## src/rtl/wb_arbiter.sv

```systemverilog
// Round-robin arbiter letting N_CTRL Wishbone B4 classic controllers share one
// peripheral, with one transfer per grant and a per-transfer ack timeout.
module wb_arbiter #(
    parameter int N_CTRL  = 2,
    parameter int ADR_W   = 4,
    parameter int DAT_W   = 8,
    parameter int TIMEOUT = 255
) (
    input  logic                    clk_i,
    input  logic                    rst_i,
    input  logic [N_CTRL-1:0]       ctrl_stb_i,
    input  logic [N_CTRL-1:0]       ctrl_we_i,
    input  logic [N_CTRL*ADR_W-1:0] ctrl_adr_i,
    input  logic [N_CTRL*DAT_W-1:0] ctrl_dat_i,
    output logic [DAT_W-1:0]        ctrl_dat_o,
    output logic [N_CTRL-1:0]       ctrl_ack_o,
    output logic [N_CTRL-1:0]       ctrl_err_o,
    output logic                    wb_stb_o,
    output logic                    wb_we_o,
    output logic [ADR_W-1:0]        wb_adr_o,
    output logic [DAT_W-1:0]        wb_dat_o,
    input  logic [DAT_W-1:0]        wb_dat_i,
    input  logic                    wb_ack_i,
    output logic [N_CTRL-1:0]       grant_o,
    output logic [1:0]              dbg_state_o
);

    // Handshake: a controller raises stb and holds stb/we/adr/dat stable until
    // it sees its ack or err bit; the peripheral sees stb only while BUSY.
    localparam int IW = (N_CTRL > 1) ? $clog2(N_CTRL) : 1;
    localparam int CW = $clog2(TIMEOUT + 1);
    localparam logic [CW-1:0] TO_LAST = CW'(TIMEOUT - 1);

    localparam logic [1:0] S_IDLE = 2'd0;
    localparam logic [1:0] S_BUSY = 2'd1;
    localparam logic [1:0] S_ERR  = 2'd2;

    logic [1:0]        r_state;
    logic [IW-1:0]     r_gidx;
    logic [IW-1:0]     r_last;
    logic [CW-1:0]     r_cnt;

    logic              w_busy;
    logic              w_err;
    logic              w_win_valid;
    logic [IW-1:0]     w_win_idx;
    logic [N_CTRL-1:0] w_onehot;

    // Round-robin search starting just after the last owner.
    always_comb begin
        int j;
        j           = 0;
        w_win_valid = 1'b0;
        w_win_idx   = '0;
        for (int i = 1; i <= N_CTRL; i++) begin
            j = (i + int'(r_last)) % N_CTRL;
            if (!w_win_valid && ctrl_stb_i[IW'(j)]) begin
                w_win_valid = 1'b1;
                w_win_idx   = IW'(j);
            end
        end
    end

    assign w_busy   = (r_state == S_BUSY);
    assign w_err    = (r_state == S_ERR);
    assign w_onehot = N_CTRL'(1) << r_gidx;

    assign wb_stb_o    = w_busy & ctrl_stb_i[r_gidx];
    assign wb_we_o     = w_busy & ctrl_we_i[r_gidx];
    assign wb_adr_o    = w_busy ? ctrl_adr_i[r_gidx*ADR_W +: ADR_W] : '0;
    assign wb_dat_o    = w_busy ? ctrl_dat_i[r_gidx*DAT_W +: DAT_W] : '0;
    assign ctrl_dat_o  = w_busy ? wb_dat_i : '0;
    assign grant_o     = w_busy ? w_onehot : '0;
    assign ctrl_ack_o  = (w_busy && wb_ack_i) ? w_onehot : '0;
    assign ctrl_err_o  = w_err ? w_onehot : '0;
    assign dbg_state_o = r_state;

    always_ff @(posedge clk_i or posedge rst_i) begin
        if (rst_i) begin
            r_state <= S_IDLE;
            r_gidx  <= '0;
            r_last  <= IW'(N_CTRL - 1);
            r_cnt   <= '0;
        end else begin
            case (r_state)
                S_IDLE: begin
                    if (w_win_valid) begin
                        r_gidx  <= w_win_idx;
                        r_cnt   <= '0;
                        r_state <= S_BUSY;
                    end
                end
                S_BUSY: begin
                    // Ack beats abort, abort beats timeout.
                    if (wb_ack_i || !ctrl_stb_i[r_gidx]) begin
                        r_last  <= r_gidx;
                        r_state <= S_IDLE;
                    end else begin
                        if (r_cnt != '1) begin
                            r_cnt <= r_cnt + 1'b1;
                        end
                        if (r_cnt >= TO_LAST) begin
                            r_state <= S_ERR;
                        end
                    end
                end
                S_ERR: begin
                    r_last  <= r_gidx;
                    r_state <= S_IDLE;
                end
                default: r_state <= S_IDLE;
            endcase
        end
    end

endmodule
```

## config.mk

```make
export PLATFORM = sky130hd
export DESIGN_NAME = wb_arbiter
export DESIGN_NICKNAME = d
export VERILOG_FILES = /design/src/rtl/wb_arbiter.sv
export SDC_FILE = /design/constraint.sdc
export NUM_CORES = 1
export LEC_CHECK = 0
export ABC_AREA = 0
export CAP_MARGIN = 20
export CELL_PAD_IN_SITES_DETAIL_PLACEMENT = 0
export CELL_PAD_IN_SITES_GLOBAL_PLACEMENT = 1
export CORE_ASPECT_RATIO = 0.75
export CORE_MARGIN = 1.5
export CORE_UTILIZATION = 26
export DETAILED_ROUTE_END_ITERATION = 12
export PLACE_DENSITY_LB_ADDON = 0.3
export SLEW_MARGIN = 30
export SYNTH_ARGS = -nofsm -noshare
export SYNTH_HDL_FRONTEND = slang
export SYNTH_SLANG_ARGS = --single-unit
```

## constraint.sdc

```tcl
create_clock -name clk_i -period 3.1 [get_ports clk_i]
set_clock_uncertainty 0.2 [all_clocks]
set_input_delay 0.775 -clock clk_i [delete_from_list [all_inputs] [get_ports clk_i]]
set_output_delay 0.775 -clock clk_i [all_outputs]
set_load 0.01 [all_outputs]
```

# --- Word level (Yosys, flattened, before mapping) ---
# Index checks and enable logic that the tools add are counted.
# Widths: inputs -> output; s select.
classes:
  eq_ne: 8
  bitwise_logic: 2
  add_sub_neg: 3
  reduce_logical: 12
  magnitude_cmp: 4
  muxes: 28
  shifts: 3
op_table:
  columns: ["operator", "n"]
  rows:
  - ["$mux 8", 5]
  - ["$pmux 8 s2", 1]
  - ["$shiftx 16x5->8", 1]
  - ["$mux 1", 13]
  - ["$mux 2", 6]
  - ["$add 8x1->8 const B", 1]
  - ["$ge 8x8->1 const B", 1]
  - ["$ne 8x8->1 const B", 1]
  - ["$shiftx 8x4->4", 1]
  - ["$lt 1x3->1 const B", 2]
  - ["$reduce_and 2->1", 3]
  - ["$mux 4", 1]
  - ["$ne 2x1->1 const B", 2]
  - ["$ne 2x2->1 const B", 2]
  - ["$pmux 2 s2", 1]
  - ["$reduce_and 4->1", 1]
  - ["$reduce_bool 2->1", 2]
  - ["$ne 3x1->1 const B", 1]
  - ["$add 1x1->1 const A", 2]
  - ["$and 1x1->1", 2]
  - ["$eq 2x1->1 const B", 1]
  - ["$eq 2x2->1 const B", 1]
  - ["$logic_and 1x1->1", 2]
  - ["$logic_not 1->1", 2]
  - ["other kinds (5)", 5]
totals:
  regBits: 12
  inputBits: 39

# --- Depth between registers and ports, before layout ---
# Gate-level depths: netlist of run 1.
logic_depth:
  depth_word: 10
  depth_mapped: 5
  depth_no_buf: 5

# --- Worst setup path before layout of run 1 ---
# Ideal clock, no wire load.
synth_timing:
  kind: "register -> output"
  start: "register r_state[1] (netlist: dbg_state_o[1])"
  end: "output wb_adr_o[2]"
  arrival_ns: 1.275
  path_stages_with_launch: 5
  path_buffers: 2
  path_slack_ns: 0.850
  path_cell_list: "dfrtp_1 > nand2b_1 > buf_2 > buf_1 > nor2_1"
synth_between:
  elab_chain_cells: 2
synth_rtl:
  columns: ["element", "line_no", "rtl"]
  rows:
  - ["start: declaration", "38", "logic [1:0] r_state;"]
  - ["start signal: assignment", "80", "r_state <= S_IDLE;"]
  - ["start signal: assignment", "90", "r_state <= S_BUSY;"]
  - ["start signal: assignment", "97", "r_state <= S_IDLE;"]
  - ["$eq 2x1->1", "64", "assign w_busy = (r_state == S_BUSY);"]
  - ["$mux 4", "70", "assign wb_adr_o = w_busy ? ctrl_adr_i[r_gidx*ADR_W +: ADR_W] : '0;"]
  - ["end: declaration", "20", "output logic [ADR_W-1:0] wb_adr_o,"]
# No other way between the ends.

# --- Worst setup path after layout of run 1 ---
layout_timing:
  start: "input wb_ack_i"
  end: "output ctrl_ack_o[1]"
layout_between:
  elab_chain_cells: 2
layout_rtl:
  columns: ["element", "line_no", "rtl"]
  rows:
  - ["start: declaration", "23", "input logic wb_ack_i,"]
  - ["$logic_and 1x1->1", "74", "assign ctrl_ack_o = (w_busy && wb_ack_i) ? w_onehot : '0;"]
  - ["$mux 2", "74", null]
  - ["end: declaration", "16", "output logic [N_CTRL-1:0] ctrl_ack_o,"]
# No other way between the ends.

==> results of run 1 <==
[layout make-up]
cell class	count	area share (%)
sequential	12	16.4
timing repair buffer	76	40.5
multi-input combinational	100	36.4
clock buffer	4	2.46
inverter	3	0.614
tap	52	3.55
[worst reg2reg max path: cells and delay by family (launching register included)]
kind | cells | cell delay [ps]
adders and majority gates | 1 | 250
AOI/OAI and AO/OA | 2 | 570
DFF | 1 | 420
muxes | 1 | 340
and+or+nand+nor | 1 | 230
[routing by layer]
metal	vias to the layer above	share of wire (%)	GRT usage, %	routed length, um
met5	-	0	0	0
met4	0	0.54	2.86	18
met3	4	4.9	3.95	164
met2	41	52	29.8	1760
met1	559	42	20.0	1410
li1	579	-	-	-
[cells by family after synthesis]
group	share of synthesized area, %
AOI/OAI and AO/OA	16.4
adders and majority gates	2.49
buffers and inverters	3.74
DFF	30.0
muxes	16.6
and+or+nand+nor	30.8
[stage by stage]
step	hold WS [ps]	instances	setup WS [ps]	power, mW	utilization (%)
4_1_cts	296	247	34.0	0.838	49.7
2_1_floorplan	242	121	850	0.453	-
3_3_place_gp	273	243	15.2	0.675	48.4
6_report	296	247	139	0.826	49.8
3_5_place_dp	285	243	12.5	0.683	48.4
5_1_grt	329	247	48.0	0.883	49.8
[layout by cell type, fill, tap and decap left out, types with 2 or more instances in the layout]
cell type and n:
a21oi_1 6, clkdlybuf4s50_1 67, nor2_1 23, a22o_1 2
dfrtp_1 11, buf_4 8, o21ai_1 2, ha_1 2
and2_1 8, clkbuf_8 3, nor2_2 2, mux2i_1 13
nand2_1 6, a31oi_1 3, inv_1 2, mux2_1 2
nand2b_1 5, nand3_1 4, and3_1 6
[state kept, by name, indices dropped and copies added (netlist names)]
register     flops
dbg_state_o      2
r_gidx           1
r_last           1
r_cnt            8
[power by group through the flow]
stage / Clock (mW) / Combinational (mW) / Sequential (mW)
floorplan: 0 / 0.255 / 0.199
global placement: 0 / 0.458 / 0.216
detailed placement: 0 / 0.465 / 0.218
CTS: 0.155 / 0.469 / 0.214
global route: 0.162 / 0.503 / 0.219
finish: 0.151 / 0.463 / 0.213
[path summary, 6_finish.rpt]
kind                           from        endpoint  slack, ps  cells past startpoint
max in group asynchronous     rst_i          r_last       1710                      2
hold reg to reg            r_cnt[7]        r_cnt[7]        300                      1
hold / removal             r_cnt[7]        r_cnt[7]        300                      1
setup / recovery           wb_ack_i   ctrl_ack_o[1]        140                      3
min in group asynchronous     rst_i  dbg_state_o[0]        640                      2
setup reg to reg           r_cnt[1]        r_cnt[1]        960                      5
==> key figures, run 1 <==
Outcome
  • Status: finished clean

Placed design
  • GP Congestion: 0.762
  • Placement Cell Area: 0.00178 mm^2
  • IO buf count: 68
  • Detailed placement HPWL: 2720 um

Critical path
  • Most used cell, CP: clkdlybuf4s50_1
  • Startpoint types: input port
  • Worst setup EP type: output port
  • Slowest cell on crit path: clkdlybuf4s50_1
  • Crit-path leading delay family: buffers and inverters
  • CP bufs+invs: 2
  • Critical Path RT: 2120 ps
  • CP Data Arrival Time: 1990 ps
  • Critical Path, Cell by Cell: clkdlybuf4s50_1 > and3_1 > clkdlybuf4s50_1
  • Kind of critical path: in -> out
  • Crit path largest cell delay: 540 ps
  • CP max FO: 3

Synth
  • Top cells by instance count after synthesis: nor2_1 (24), mux2i_1 (13), dfrtp_1 (11), and2_1 (8)
  • Syn Nets: 162
  • Post-Syn Area per Cell: 8.30 um^2
  • Main synth FF type: dfrtp_1
  • Seq/Total Area, Yosys: 30.0%
  • Asr flop ratio synth: 100%
  • Yosys top cell area share: 27.4%
  • Top-count cell post-synth: nor2_1
  • Synth Warn #: 0
  • Cell variety after synth: 37
  • Post-synth EDFFs: 0
  • Post-synth design cell area: 0.00100 mm^2
  • Mapped Cells: 121
  • Synth Register Bits: 12
  • Cell taking the most area after synthesis: dfrtp_1
  • Leading post-synthesis cells by cell area: dfrtp_1 (27%), mux2i_1 (13%), nor2_1 (9.0%), and2_1 (5.0%), and3_1 (3.7%)

Final layout
  • Proportion of layout cells with a drive suffix above 1: 9.74%
  • Area occupied by registers: 302 um^2
  • Area of the multi-input gates: 668 um^2
  • Final standard cell area without fillers: 0.00183 mm^2
  • P&R area growth vs syn: 82.6%
  • Fill count: 364
  • Nets: 237
  • Ant diodes: 0

CTS
  • Clock-pin slew on the worst setup and hold paths: 60 ps
  • # resized after CTS: 1
  • TritonCTS buffer count: 3
  • CTS Sinks: 12
  • Root Driver: clkbuf_8
  • Setup Buffers After CTS: 0
  • Clock latency on the worst-skew pair: 240 ps
  • Largest buffer count on any clock path: 2
  • H-tree levels: 1
  • Hold-fix buffers at CTS: 0
  • CTS tree: yes

STA
  • Highest clock rate: 338 MHz
  • RSZ-0062 raised after global routing: false
  • TNS Setup: 0 ps
  • Min cycle time layout: 2960 ps
  • Final hold vios: 0
  • Period utilisation layout: 95.5%
  • Worst Max-Slew Pin Slew: 550 ps
  • Slew HR: 63.3%
  • Setup violations, final: 0
  • Count of final max-slew check failures: 0

Run
  • Maxcap violations: 0

Power and ir drop
  • Cell Pwr Density: 451 mW/mm^2
  • Clock Power Share: 18.3%
  • Switching Share: 35.5%
  • Net Sw Power: 0.293 mW
  • Leakage: 0.809 nW
  • Sequential share of power: 25.8%
  • VDD IR max: 0.276 mV
  • Comb power frac: 56.0%
  • Internal power: 0.533 mW

Min path
  • Hold WC Path Type: reg -> reg

Global routing
  • Total gr overflow: 0
  • Initial antenna violation count: 0
  • GRT Util Overall: 16.6%
  • Number of global-route vias before repair: 1118
  • Largest net degree at the start of global routing: 17
  • First-pass GRT wire length: 5380 um

Floorplanning
  • I/O Pins: 69
  • Die area: 0.00425 mm^2
  • Starting density of the core: 27.3%
  • Die W: 74.8 um
  • Die H: 56.8 um
  • Core Area: 0.00368 mm^2
  • Row count: 19

Detailed routing
  • DR pass1 iterations: 4
  • Final WL: 3350 um
  • Final antenna-violating net count: 0
  • Drt initial violations: 40
  • Post-DR wirelength/cell: 13.6 um
  • Via density per instance: 4.79
  • Post-route DRC: 0
  • Total number of vias: 1183
(Power assumes the default switching activity.)
==> inputs of run 2 (changes only) <==
--- a/config.mk
+++ b/config.mk
@@ -5,7 +5,6 @@
 export SDC_FILE = /design/constraint.sdc
 export NUM_CORES = 1
 export LEC_CHECK = 0
-export ABC_AREA = 0
 export CAP_MARGIN = 20
 export CELL_PAD_IN_SITES_DETAIL_PLACEMENT = 0
 export CELL_PAD_IN_SITES_GLOBAL_PLACEMENT = 1
==> results of run 2 <==
No change in the layout: final DEF, timing and power equal those of run 1.
==> inputs of run 3 (changes only) <==
--- a/config.mk
+++ b/config.mk
@@ -11,6 +11,7 @@
 export CORE_ASPECT_RATIO = 0.75
 export CORE_MARGIN = 1.5
 export CORE_UTILIZATION = 26
+export CTS_CLUSTER_DIAMETER = 30
 export DETAILED_ROUTE_END_ITERATION = 12
 export PLACE_DENSITY_LB_ADDON = 0.3
 export SLEW_MARGIN = 30
==> results of run 3 <==
No change in the layout: final DEF, timing and power equal those of run 1.
